## src/rtl/ex_mem_stage_pkg.sv

```systemverilog
// Shared definitions for the EX/MEM pipeline boundary: ALU op codes, exception FSM states
// and the default overflow handler vector.
package ex_mem_stage_pkg;

  localparam logic [2:0] ALU_ADD  = 3'b000;
  localparam logic [2:0] ALU_SUB  = 3'b001;
  localparam logic [2:0] ALU_MOVE = 3'b010;
  localparam logic [2:0] ALU_SWAP = 3'b011;
  localparam logic [2:0] ALU_AND  = 3'b100;
  localparam logic [2:0] ALU_OR   = 3'b101;

  localparam logic [15:0] EXC_VECTOR_DEFAULT = 16'h0040;

  typedef enum logic [1:0] {
    StIdle  = 2'd0,
    StFlush = 2'd1,
    StHold  = 2'd2
  } exc_state_e;

  // Only ADD and SUB may raise an overflow exception.
  function automatic logic is_arith(input logic [2:0] op);
    return (op == ALU_ADD) || (op == ALU_SUB);
  endfunction

endpackage

```

## src/rtl/ex_mem_stage_exc_ctrl.sv

```systemverilog
// Overflow exception control: IDLE/FLUSH/HOLD FSM, EPC capture, sticky pending flag and a
// saturating event counter.
module ex_mem_stage_exc_ctrl
  import ex_mem_stage_pkg::*;
#(
  parameter int unsigned    DW         = 16,
  parameter int unsigned    CNT_W      = 8,
  parameter logic [DW-1:0]  EXC_VECTOR = DW'(EXC_VECTOR_DEFAULT)
) (
  input  logic             clk,
  input  logic             rst_n,
  input  logic             advance_i,
  input  logic             trap_i,
  input  logic             ack_i,
  input  logic [DW-1:0]    pc_i,
  output logic             exc_flush_o,
  output logic [DW-1:0]    exc_redirect_pc_o,
  output logic             exc_pending_o,
  output logic [DW-1:0]    exc_epc_o,
  output logic [CNT_W-1:0] exc_count_o
);

  exc_state_e       state_q, state_d;
  logic             pending_q, pending_d;
  logic [DW-1:0]    epc_q, epc_d;
  logic [CNT_W-1:0] count_q, count_d;
  logic             ack_seen_q, ack_seen_d;
  logic             flush;

  always_comb begin
    state_d    = state_q;
    pending_d  = pending_q;
    epc_d      = epc_q;
    count_d    = count_q;
    ack_seen_d = ack_seen_q;
    flush      = 1'b0;
    if (!advance_i) begin
      // An ack seen while stalled is remembered and acted on once the stall releases.
      if (ack_i && (state_q == StHold)) ack_seen_d = 1'b1;
    end else begin
      ack_seen_d = 1'b0;
      if (trap_i && (count_q != {CNT_W{1'b1}})) count_d = count_q + CNT_W'(1);
      unique case (state_q)
        StIdle: begin
          if (trap_i) begin
            state_d   = StFlush;
            pending_d = 1'b1;
            epc_d     = pc_i;
          end
        end
        StFlush: begin
          flush   = 1'b1;
          state_d = StHold;
        end
        StHold: begin
          if (ack_i || ack_seen_q) begin
            state_d   = StIdle;
            pending_d = 1'b0;
          end
        end
        default: state_d = StIdle;
      endcase
    end
  end

  always_ff @(posedge clk or negedge rst_n) begin
    if (!rst_n) begin
      state_q    <= StIdle;
      pending_q  <= 1'b0;
      epc_q      <= '0;
      count_q    <= '0;
      ack_seen_q <= 1'b0;
    end else begin
      state_q    <= state_d;
      pending_q  <= pending_d;
      epc_q      <= epc_d;
      count_q    <= count_d;
      ack_seen_q <= ack_seen_d;
    end
  end

  assign exc_flush_o       = flush;
  assign exc_redirect_pc_o = flush ? EXC_VECTOR : '0;
  assign exc_pending_o     = pending_q;
  assign exc_epc_o         = epc_q;
  assign exc_count_o       = count_q;

endmodule

```

## src/rtl/ex_mem_stage.sv

```systemverilog
// EX/MEM pipeline register: splits the packed SWAP result, squashes overflow-trapped
// instructions and hosts the exception controller.
module ex_mem_stage
  import ex_mem_stage_pkg::*;
#(
  parameter int unsigned   DW         = 16,
  parameter int unsigned   RW         = 4,
  parameter logic [DW-1:0] EXC_VECTOR = DW'(EXC_VECTOR_DEFAULT),
  parameter int unsigned   CNT_W      = 8
) (
  input  logic             clk,
  input  logic             rst_n,
  input  logic             stall,
  input  logic             ex_valid,
  input  logic [DW-1:0]    ex_pc,
  input  logic [2:0]       ex_alu_ctrl,
  input  logic [2*DW-1:0]  ex_result,
  input  logic             ex_overflow,
  input  logic             ex_reg_write,
  input  logic             ex_mem_read,
  input  logic             ex_mem_write,
  input  logic [RW-1:0]    ex_rd,
  input  logic [RW-1:0]    ex_rs,
  input  logic [DW-1:0]    ex_store_data,
  input  logic             exc_ack,
  output logic             mem_valid,
  output logic [DW-1:0]    mem_result,
  output logic [DW-1:0]    mem_swap_data,
  output logic             mem_swap_we,
  output logic             mem_reg_write,
  output logic             mem_mem_read,
  output logic             mem_mem_write,
  output logic [RW-1:0]    mem_rd,
  output logic [RW-1:0]    mem_rs,
  output logic [DW-1:0]    mem_store_data,
  output logic             exc_flush,
  output logic [DW-1:0]    exc_redirect_pc,
  output logic             exc_pending,
  output logic [DW-1:0]    exc_epc,
  output logic [CNT_W-1:0] exc_count
);

  logic advance, trap, keep;

  assign advance = ~stall;
  assign trap    = advance & ex_valid & ex_overflow & is_arith(ex_alu_ctrl);
  // A trapped instruction still moves its data but loses every write/enable.
  assign keep    = ex_valid & ~trap;

  logic          valid_q, valid_d;
  logic [DW-1:0] result_q, result_d;
  logic [DW-1:0] swap_data_q, swap_data_d;
  logic          swap_we_q, swap_we_d;
  logic          reg_write_q, reg_write_d;
  logic          mem_read_q, mem_read_d;
  logic          mem_write_q, mem_write_d;
  logic [RW-1:0] rd_q, rd_d;
  logic [RW-1:0] rs_q, rs_d;
  logic [DW-1:0] store_data_q, store_data_d;

  always_comb begin
    valid_d      = valid_q;
    result_d     = result_q;
    swap_data_d  = swap_data_q;
    swap_we_d    = swap_we_q;
    reg_write_d  = reg_write_q;
    mem_read_d   = mem_read_q;
    mem_write_d  = mem_write_q;
    rd_d         = rd_q;
    rs_d         = rs_q;
    store_data_d = store_data_q;
    if (advance) begin
      valid_d      = keep;
      result_d     = ex_result[DW-1:0];
      swap_we_d    = keep & ex_reg_write & (ex_alu_ctrl == ALU_SWAP);
      swap_data_d  = swap_we_d ? ex_result[2*DW-1:DW] : '0;
      reg_write_d  = keep & ex_reg_write;
      mem_read_d   = keep & ex_mem_read;
      mem_write_d  = keep & ex_mem_write;
      rd_d         = ex_rd;
      rs_d         = ex_rs;
      store_data_d = ex_store_data;
    end
  end

  always_ff @(posedge clk or negedge rst_n) begin
    if (!rst_n) begin
      valid_q      <= 1'b0;
      result_q     <= '0;
      swap_data_q  <= '0;
      swap_we_q    <= 1'b0;
      reg_write_q  <= 1'b0;
      mem_read_q   <= 1'b0;
      mem_write_q  <= 1'b0;
      rd_q         <= '0;
      rs_q         <= '0;
      store_data_q <= '0;
    end else begin
      valid_q      <= valid_d;
      result_q     <= result_d;
      swap_data_q  <= swap_data_d;
      swap_we_q    <= swap_we_d;
      reg_write_q  <= reg_write_d;
      mem_read_q   <= mem_read_d;
      mem_write_q  <= mem_write_d;
      rd_q         <= rd_d;
      rs_q         <= rs_d;
      store_data_q <= store_data_d;
    end
  end

  assign mem_valid      = valid_q;
  assign mem_result     = result_q;
  assign mem_swap_data  = swap_data_q;
  assign mem_swap_we    = swap_we_q;
  assign mem_reg_write  = reg_write_q;
  assign mem_mem_read   = mem_read_q;
  assign mem_mem_write  = mem_write_q;
  assign mem_rd         = rd_q;
  assign mem_rs         = rs_q;
  assign mem_store_data = store_data_q;

  ex_mem_stage_exc_ctrl #(
    .DW        (DW),
    .CNT_W     (CNT_W),
    .EXC_VECTOR(EXC_VECTOR)
  ) u_exc_ctrl (
    .clk              (clk),
    .rst_n            (rst_n),
    .advance_i        (advance),
    .trap_i           (trap),
    .ack_i            (exc_ack),
    .pc_i             (ex_pc),
    .exc_flush_o      (exc_flush),
    .exc_redirect_pc_o(exc_redirect_pc),
    .exc_pending_o    (exc_pending),
    .exc_epc_o        (exc_epc),
    .exc_count_o      (exc_count)
  );

endmodule

```

## config.mk

```make
export PLATFORM = sky130hd
export DESIGN_NAME = ex_mem_stage
export DESIGN_NICKNAME = d
export VERILOG_FILES = /design/src/rtl/ex_mem_stage_pkg.sv /design/src/rtl/ex_mem_stage_exc_ctrl.sv /design/src/rtl/ex_mem_stage.sv
export SDC_FILE = /design/constraint.sdc
export NUM_CORES = 1
export LEC_CHECK = 0
export ABC_CLOCK_PERIOD_IN_PS = 1300
export CAP_MARGIN = 20
export CORE_MARGIN = 2
export CORE_UTILIZATION = 37
export CTS_BUF_LIST = sky130_fd_sc_hd__clkbuf_8
export DETAILED_ROUTE_END_ITERATION = 12
export PLACE_DENSITY = 0.9
export SYNTH_ARGS = -nofsm -noshare
export SYNTH_HDL_FRONTEND = slang
export SYNTH_SLANG_ARGS = --single-unit
```

## constraint.sdc

```tcl
create_clock -name clk -period 1.3 [get_ports clk]
set_input_delay 0.13 -clock clk [delete_from_list [all_inputs] [get_ports clk]]
set_output_delay 0.13 -clock clk [all_outputs]
set_load 0.02 [all_outputs]
```

==> impl_table.tex <==
\begin{tabular}{lr}
\hline
Metric & Value \\
\hline
\multicolumn{2}{l}{\textbf{Cells and area}} \\
\quad Storage element area & 2230 µm² \\
\quad Share of final-layout standard cells stronger than drive strength 1 & $\sim$32\% \\
\quad Number of inserted diodes & 0 \\
\quad Area growth, synth to finish & 67.6\% \\
\quad \# nets final & 533 \\
\quad Fill count & 748 \\
\quad Footprint of the multi-input gates & about 1300 µm² \\
\multicolumn{2}{l}{\textbf{GRT}} \\
\quad Wire length of the first global-routing pass & roughly 15 mm \\
\quad Antenna violations before repair & 0 \\
\quad Overall global routing resource usage & 18.3\% \\
\quad Gr ovfl total & 0 \\
\quad Maximum number of pins on one net before global-route repair & 90 \\
\quad Via count of the first global-routing pass & 2892 \\
\multicolumn{2}{l}{\textbf{Setup path}} \\
\quad Capturing point of the worst reg2reg path & u\_exc\_ctrl.exc\_epc\_o[8] \\
\quad Reg-to-reg critical path startpoint & u\_exc\_ctrl.state\_q[1] \\
\quad Data required time at the worst endpoint & roughly 1.2 ns \\
\quad Start-to-end type of the worst setup path & reg2out \\
\quad Endpoint arrival time on the critical path & $\sim$1.3 ns \\
\quad Startpoint type of the worst setup path & register \\
\quad Register-to-Register Setup Slack & -0.12 ns \\
\quad Worst r2r path cells & 3 \\
\quad Largest driver fanout on the critical path & 3 \\
\quad Crit end category & output port \\
\multicolumn{2}{l}{\textbf{Clock tree}} \\
\quad CTS Root Buffer Type & clkbuf\_8 \\
\quad Reg clk slew, reported paths & 0.09 ns \\
\quad Clock tree from TritonCTS & built \\
\quad Max H-tree Level & 3 \\
\quad Worst-Skew Late Latency & 0.35 ns \\
\quad CTS Buf Count & 9 \\
\quad Deepest clock path buffer count & 2 \\
\quad CTS sink cnt & 89 \\
\multicolumn{2}{l}{\textbf{Drt}} \\
\quad DR iter-0 viols & 66 \\
\quad Detailed Route WL & about 9.5 mm \\
\quad DR pass1 iterations & 4 \\
\quad Post-route DRC violation count & 0 \\
\quad Average via count per standard cell & 4.68 \\
\quad Post-detailed-route wirelength per cell & 16.4 µm \\
\quad Number of nets with antenna violations after detailed routing & 0 \\
\quad Number of vias after detailed routing & 2724 \\
\multicolumn{2}{l}{\textbf{Timing}} \\
\quad Final Max Slew Viols & 0 \\
\quad Minimum clock period & 1.43 ns \\
\quad Worst hold slack & 0.265 ns \\
\quad Max Clock Freq & 699 MHz \\
\quad RSZ-0062 raised after global routing & true \\
\quad Post-Route Skew & 0.00962 ns \\
\quad Fin. Hold Viols & 0 \\
\quad Post-Route Setup TNS & -2.11 ns \\
\quad Final critical-path share of the clock period & 110\% \\
\quad Worst Setup Slack, final & -0.131 ns \\
\quad Final setup fails & 22 \\
\multicolumn{2}{l}{\textbf{Pwr}} \\
\quad LEAKAGE & between 2 and 3 nW \\
\quad Total power density per cell area & 1260 nW/µm² \\
\quad Overall power consumption & about 7.5 mW \\
\quad Worst IR drop on VDD & 0.735 mV \\
\multicolumn{2}{l}{\textbf{Logic synthesis}} \\
\quad Share of the yosys chip area belonging to registers & 62.3\% \\
\quad Flip-flop and latch count after synthesis & between 80 and 90 \\
\quad Dominant register cell in the synthesized netlist & dfrtp\_1 \\
\quad Number of warning messages in the yosys log & 0 \\
\quad Number of synthesized flops with an enable pin & 0 \\
\quad Syn avg cell area & 14.9 µm² \\
\quad Synth Instances & 240 \\
\quad Distinct cell type count after synthesis & 37 \\
\quad Cell area after synthesis & $\sim$3600 µm² \\
\quad Asr flop ratio synth & 100\% \\
\quad Synth area leaders & dfrtp\_1 (62\%), mux2\_2 (16\%), a22o\_1 (4.7\%) \\
\quad Area share of the largest cell type after synthesis & 62.3\% \\
\quad Cell type contributing the most total cell area after synthesis & dfrtp\_1 \\
\multicolumn{2}{l}{\textbf{Hold path}} \\
\quad Worst hold path class & in2reg \\
\quad HP Start & stall \\
\quad Worst hold path cell count & 4 \\
\quad Min-Delay Endpoint & u\_exc\_ctrl.state\_q[1] \\
\multicolumn{2}{l}{\textbf{Floorplan}} \\
\quad Row count & 35 \\
\quad Area of the placeable core & 9280 µm² \\
\quad Width of the die & 102 µm \\
\quad Num ports & between 150 and 200 \\
\quad Overall die area & 10500 µm² \\
\quad DIE HEIGHT & $\sim$100 µm \\
\quad Initial core utilization & 38.5\% \\
\multicolumn{2}{l}{\textbf{Run status}} \\
\quad Violated checks & setup timing \\
\quad Outcome & finished, violations left \\
\multicolumn{2}{l}{\textbf{Placement}} \\
\quad Last weighted congestion value of the routability-driven placer & 0.809 \\
\quad Post-DP HPWL & between 6 and 7 mm \\
\quad IO buf count & 171 \\
\multicolumn{2}{l}{\textbf{Flow run}} \\
\quad Number of maximum-capacitance constraint violations & 0 \\
\hline
\end{tabular}
-- kinds of logic after synthesis --
kind of cell    count (synthesis)  share of synthesized area, %
flops                          89                          62.3
mux                            59                          19.5
buf+inv                        30                          5.57
compound gates                 28                          6.23
simple gates                   27                          4.66
xor+xnor                        5                          1.23
fa+ha+maj                       1                         0.350
other cells                     1                         0.105
-- worst max path at each step --
stage                              start                   endpoint  slack [ns]  cells after the start
6_report           u_exc_ctrl.state_q[1]         exc_redirect_pc[6]       -0.13                      3
5_1_grt            u_exc_ctrl.state_q[1]         exc_redirect_pc[6]       -0.19                      3
4_1_cts            u_exc_ctrl.state_q[1]         exc_redirect_pc[6]       -0.14                      3
3_5_place_dp              ex_alu_ctrl[1]    u_exc_ctrl.exc_epc_o[8]       -0.61                      6
3_3_place_gp              ex_alu_ctrl[1]    u_exc_ctrl.exc_epc_o[6]       -0.56                      6
2_1_floorplan  u_exc_ctrl.exc_count_o[0]  u_exc_ctrl.exc_count_o[1]       -0.19                      4
-- cell usage in the layout (no fill, tap or decap), types with 2 or more instances in the layout --
cell type and n:
nor4_4 2, dfrtp_2 5, and2b_1 2, clkinv_4 2, mux2_2 48, buf_4 24
clkbuf_8 11, clkbuf_2 2, mux2_4 11, o21ai_0 3, bufinv_16 2, nand2_1 5
buf_16 2, clkdlybuf4s15_2 2, xnor2_1 2, conb_1 15, inv_1 3, a21o_1 2
dlygate4sd2_1 80, a22o_1 19, dfrtp_1 84, clkdlybuf4s50_1 77, nor2b_1 2, buf_2 4
xor2_1 2, buf_6 13, buf_12 4, nand3_4 3
-- worst max-delay path, stage by stage, from the launching register on --
cell and delay, ns:
dfrtp_1 0.40, buf_6 0.13, nor3_4 0.26, buf_6 0.16
-- routing by layer --
metal	routed length (µm)	global-route usage, %	share of wire (%)	up-vias
met1	3610	20.4	38	1362
met3	671	5.75	7.0	11
li1	-	-	-	1237
met2	5160	33.1	54	114
met5	0	0	0	-
met4	94	6.05	0.99	0
-- flip-flops by register name, summed over array words and instances (netlist names) --
name / cells
u_exc_ctrl.state_q: 2
u_exc_ctrl.exc_epc_o: 16
mem_swap_we: 1
u_exc_ctrl.exc_count_o: 8
u_exc_ctrl.ack_seen_q: 1
mem_mem_read: 1
mem_result: 16
mem_swap_data: 16
mem_rs: 4
mem_store_data: 16
mem_mem_write: 1
mem_valid: 1
mem_rd: 4
u_exc_ctrl.exc_pending_o: 1
mem_reg_write: 1
-- final cells by class --
cell class                      count  share of cell area (%)
Tap cell                          129                    2.70
Clock inverter                      5                    1.44
Timing Repair Buffer              210                    33.5
Multi-Input combinational cell    135                    22.4
Sequential cell                    89                    37.3
Clock buffer                       11                    2.53
Inverter                            3                   0.188
-- power breakdown --
| group | leakage (nW) | switching, mW | total (mW) | internal (mW) |
|---|---|---|---|---|
| clock network | 0.120 | 1.00 | 2.21 | 1.20 |
| logic | 1.66 | 0.961 | 2.02 | 1.06 |
| registers | 1.10 | 0.202 | 3.30 | 3.10 |
-- what timing repair did --
item,CTS,global route
hold endpoints to repair,89,0
gates cloned,2,0
hold buffers,1,0
resized for setup,142,21
pin swaps,9,7
setup endpoints to repair,109,31
setup buffers,8,5
-- per-stage QoR --
step | setup slack, ns | cell area (µm²) | utilization, % | instances
6_report | -0.131 | 5990 | 64.5 | 582
5_1_grt | -0.194 | 5990 | 64.5 | 582
4_1_cts | -0.140 | 5910 | 63.7 | 579
3_3_place_gp | -0.558 | 5570 | 60.0 | 552
2_1_floorplan | -0.191 | 3650 | - | 254
3_5_place_dp | -0.607 | 5570 | 60.0 | 552
-- cells in the mapped netlist (2+ instances only) --
cell,n
nor3_1,2
buf_2,2
mux2_4,9
and2b_1,2
mux2_2,50
nor2_1,2
a22o_1,19
buf_4,16
nand2_1,5
a21o_1,2
dfrtp_1,89
o21ai_0,3
xor2_1,2
nand3_1,3
inv_1,3
nor2b_1,2
xnor2_1,3
clkbuf_1,5
nor4_1,2
buf_1,2
No activity file was read; power rests on OpenSTA's default activity.
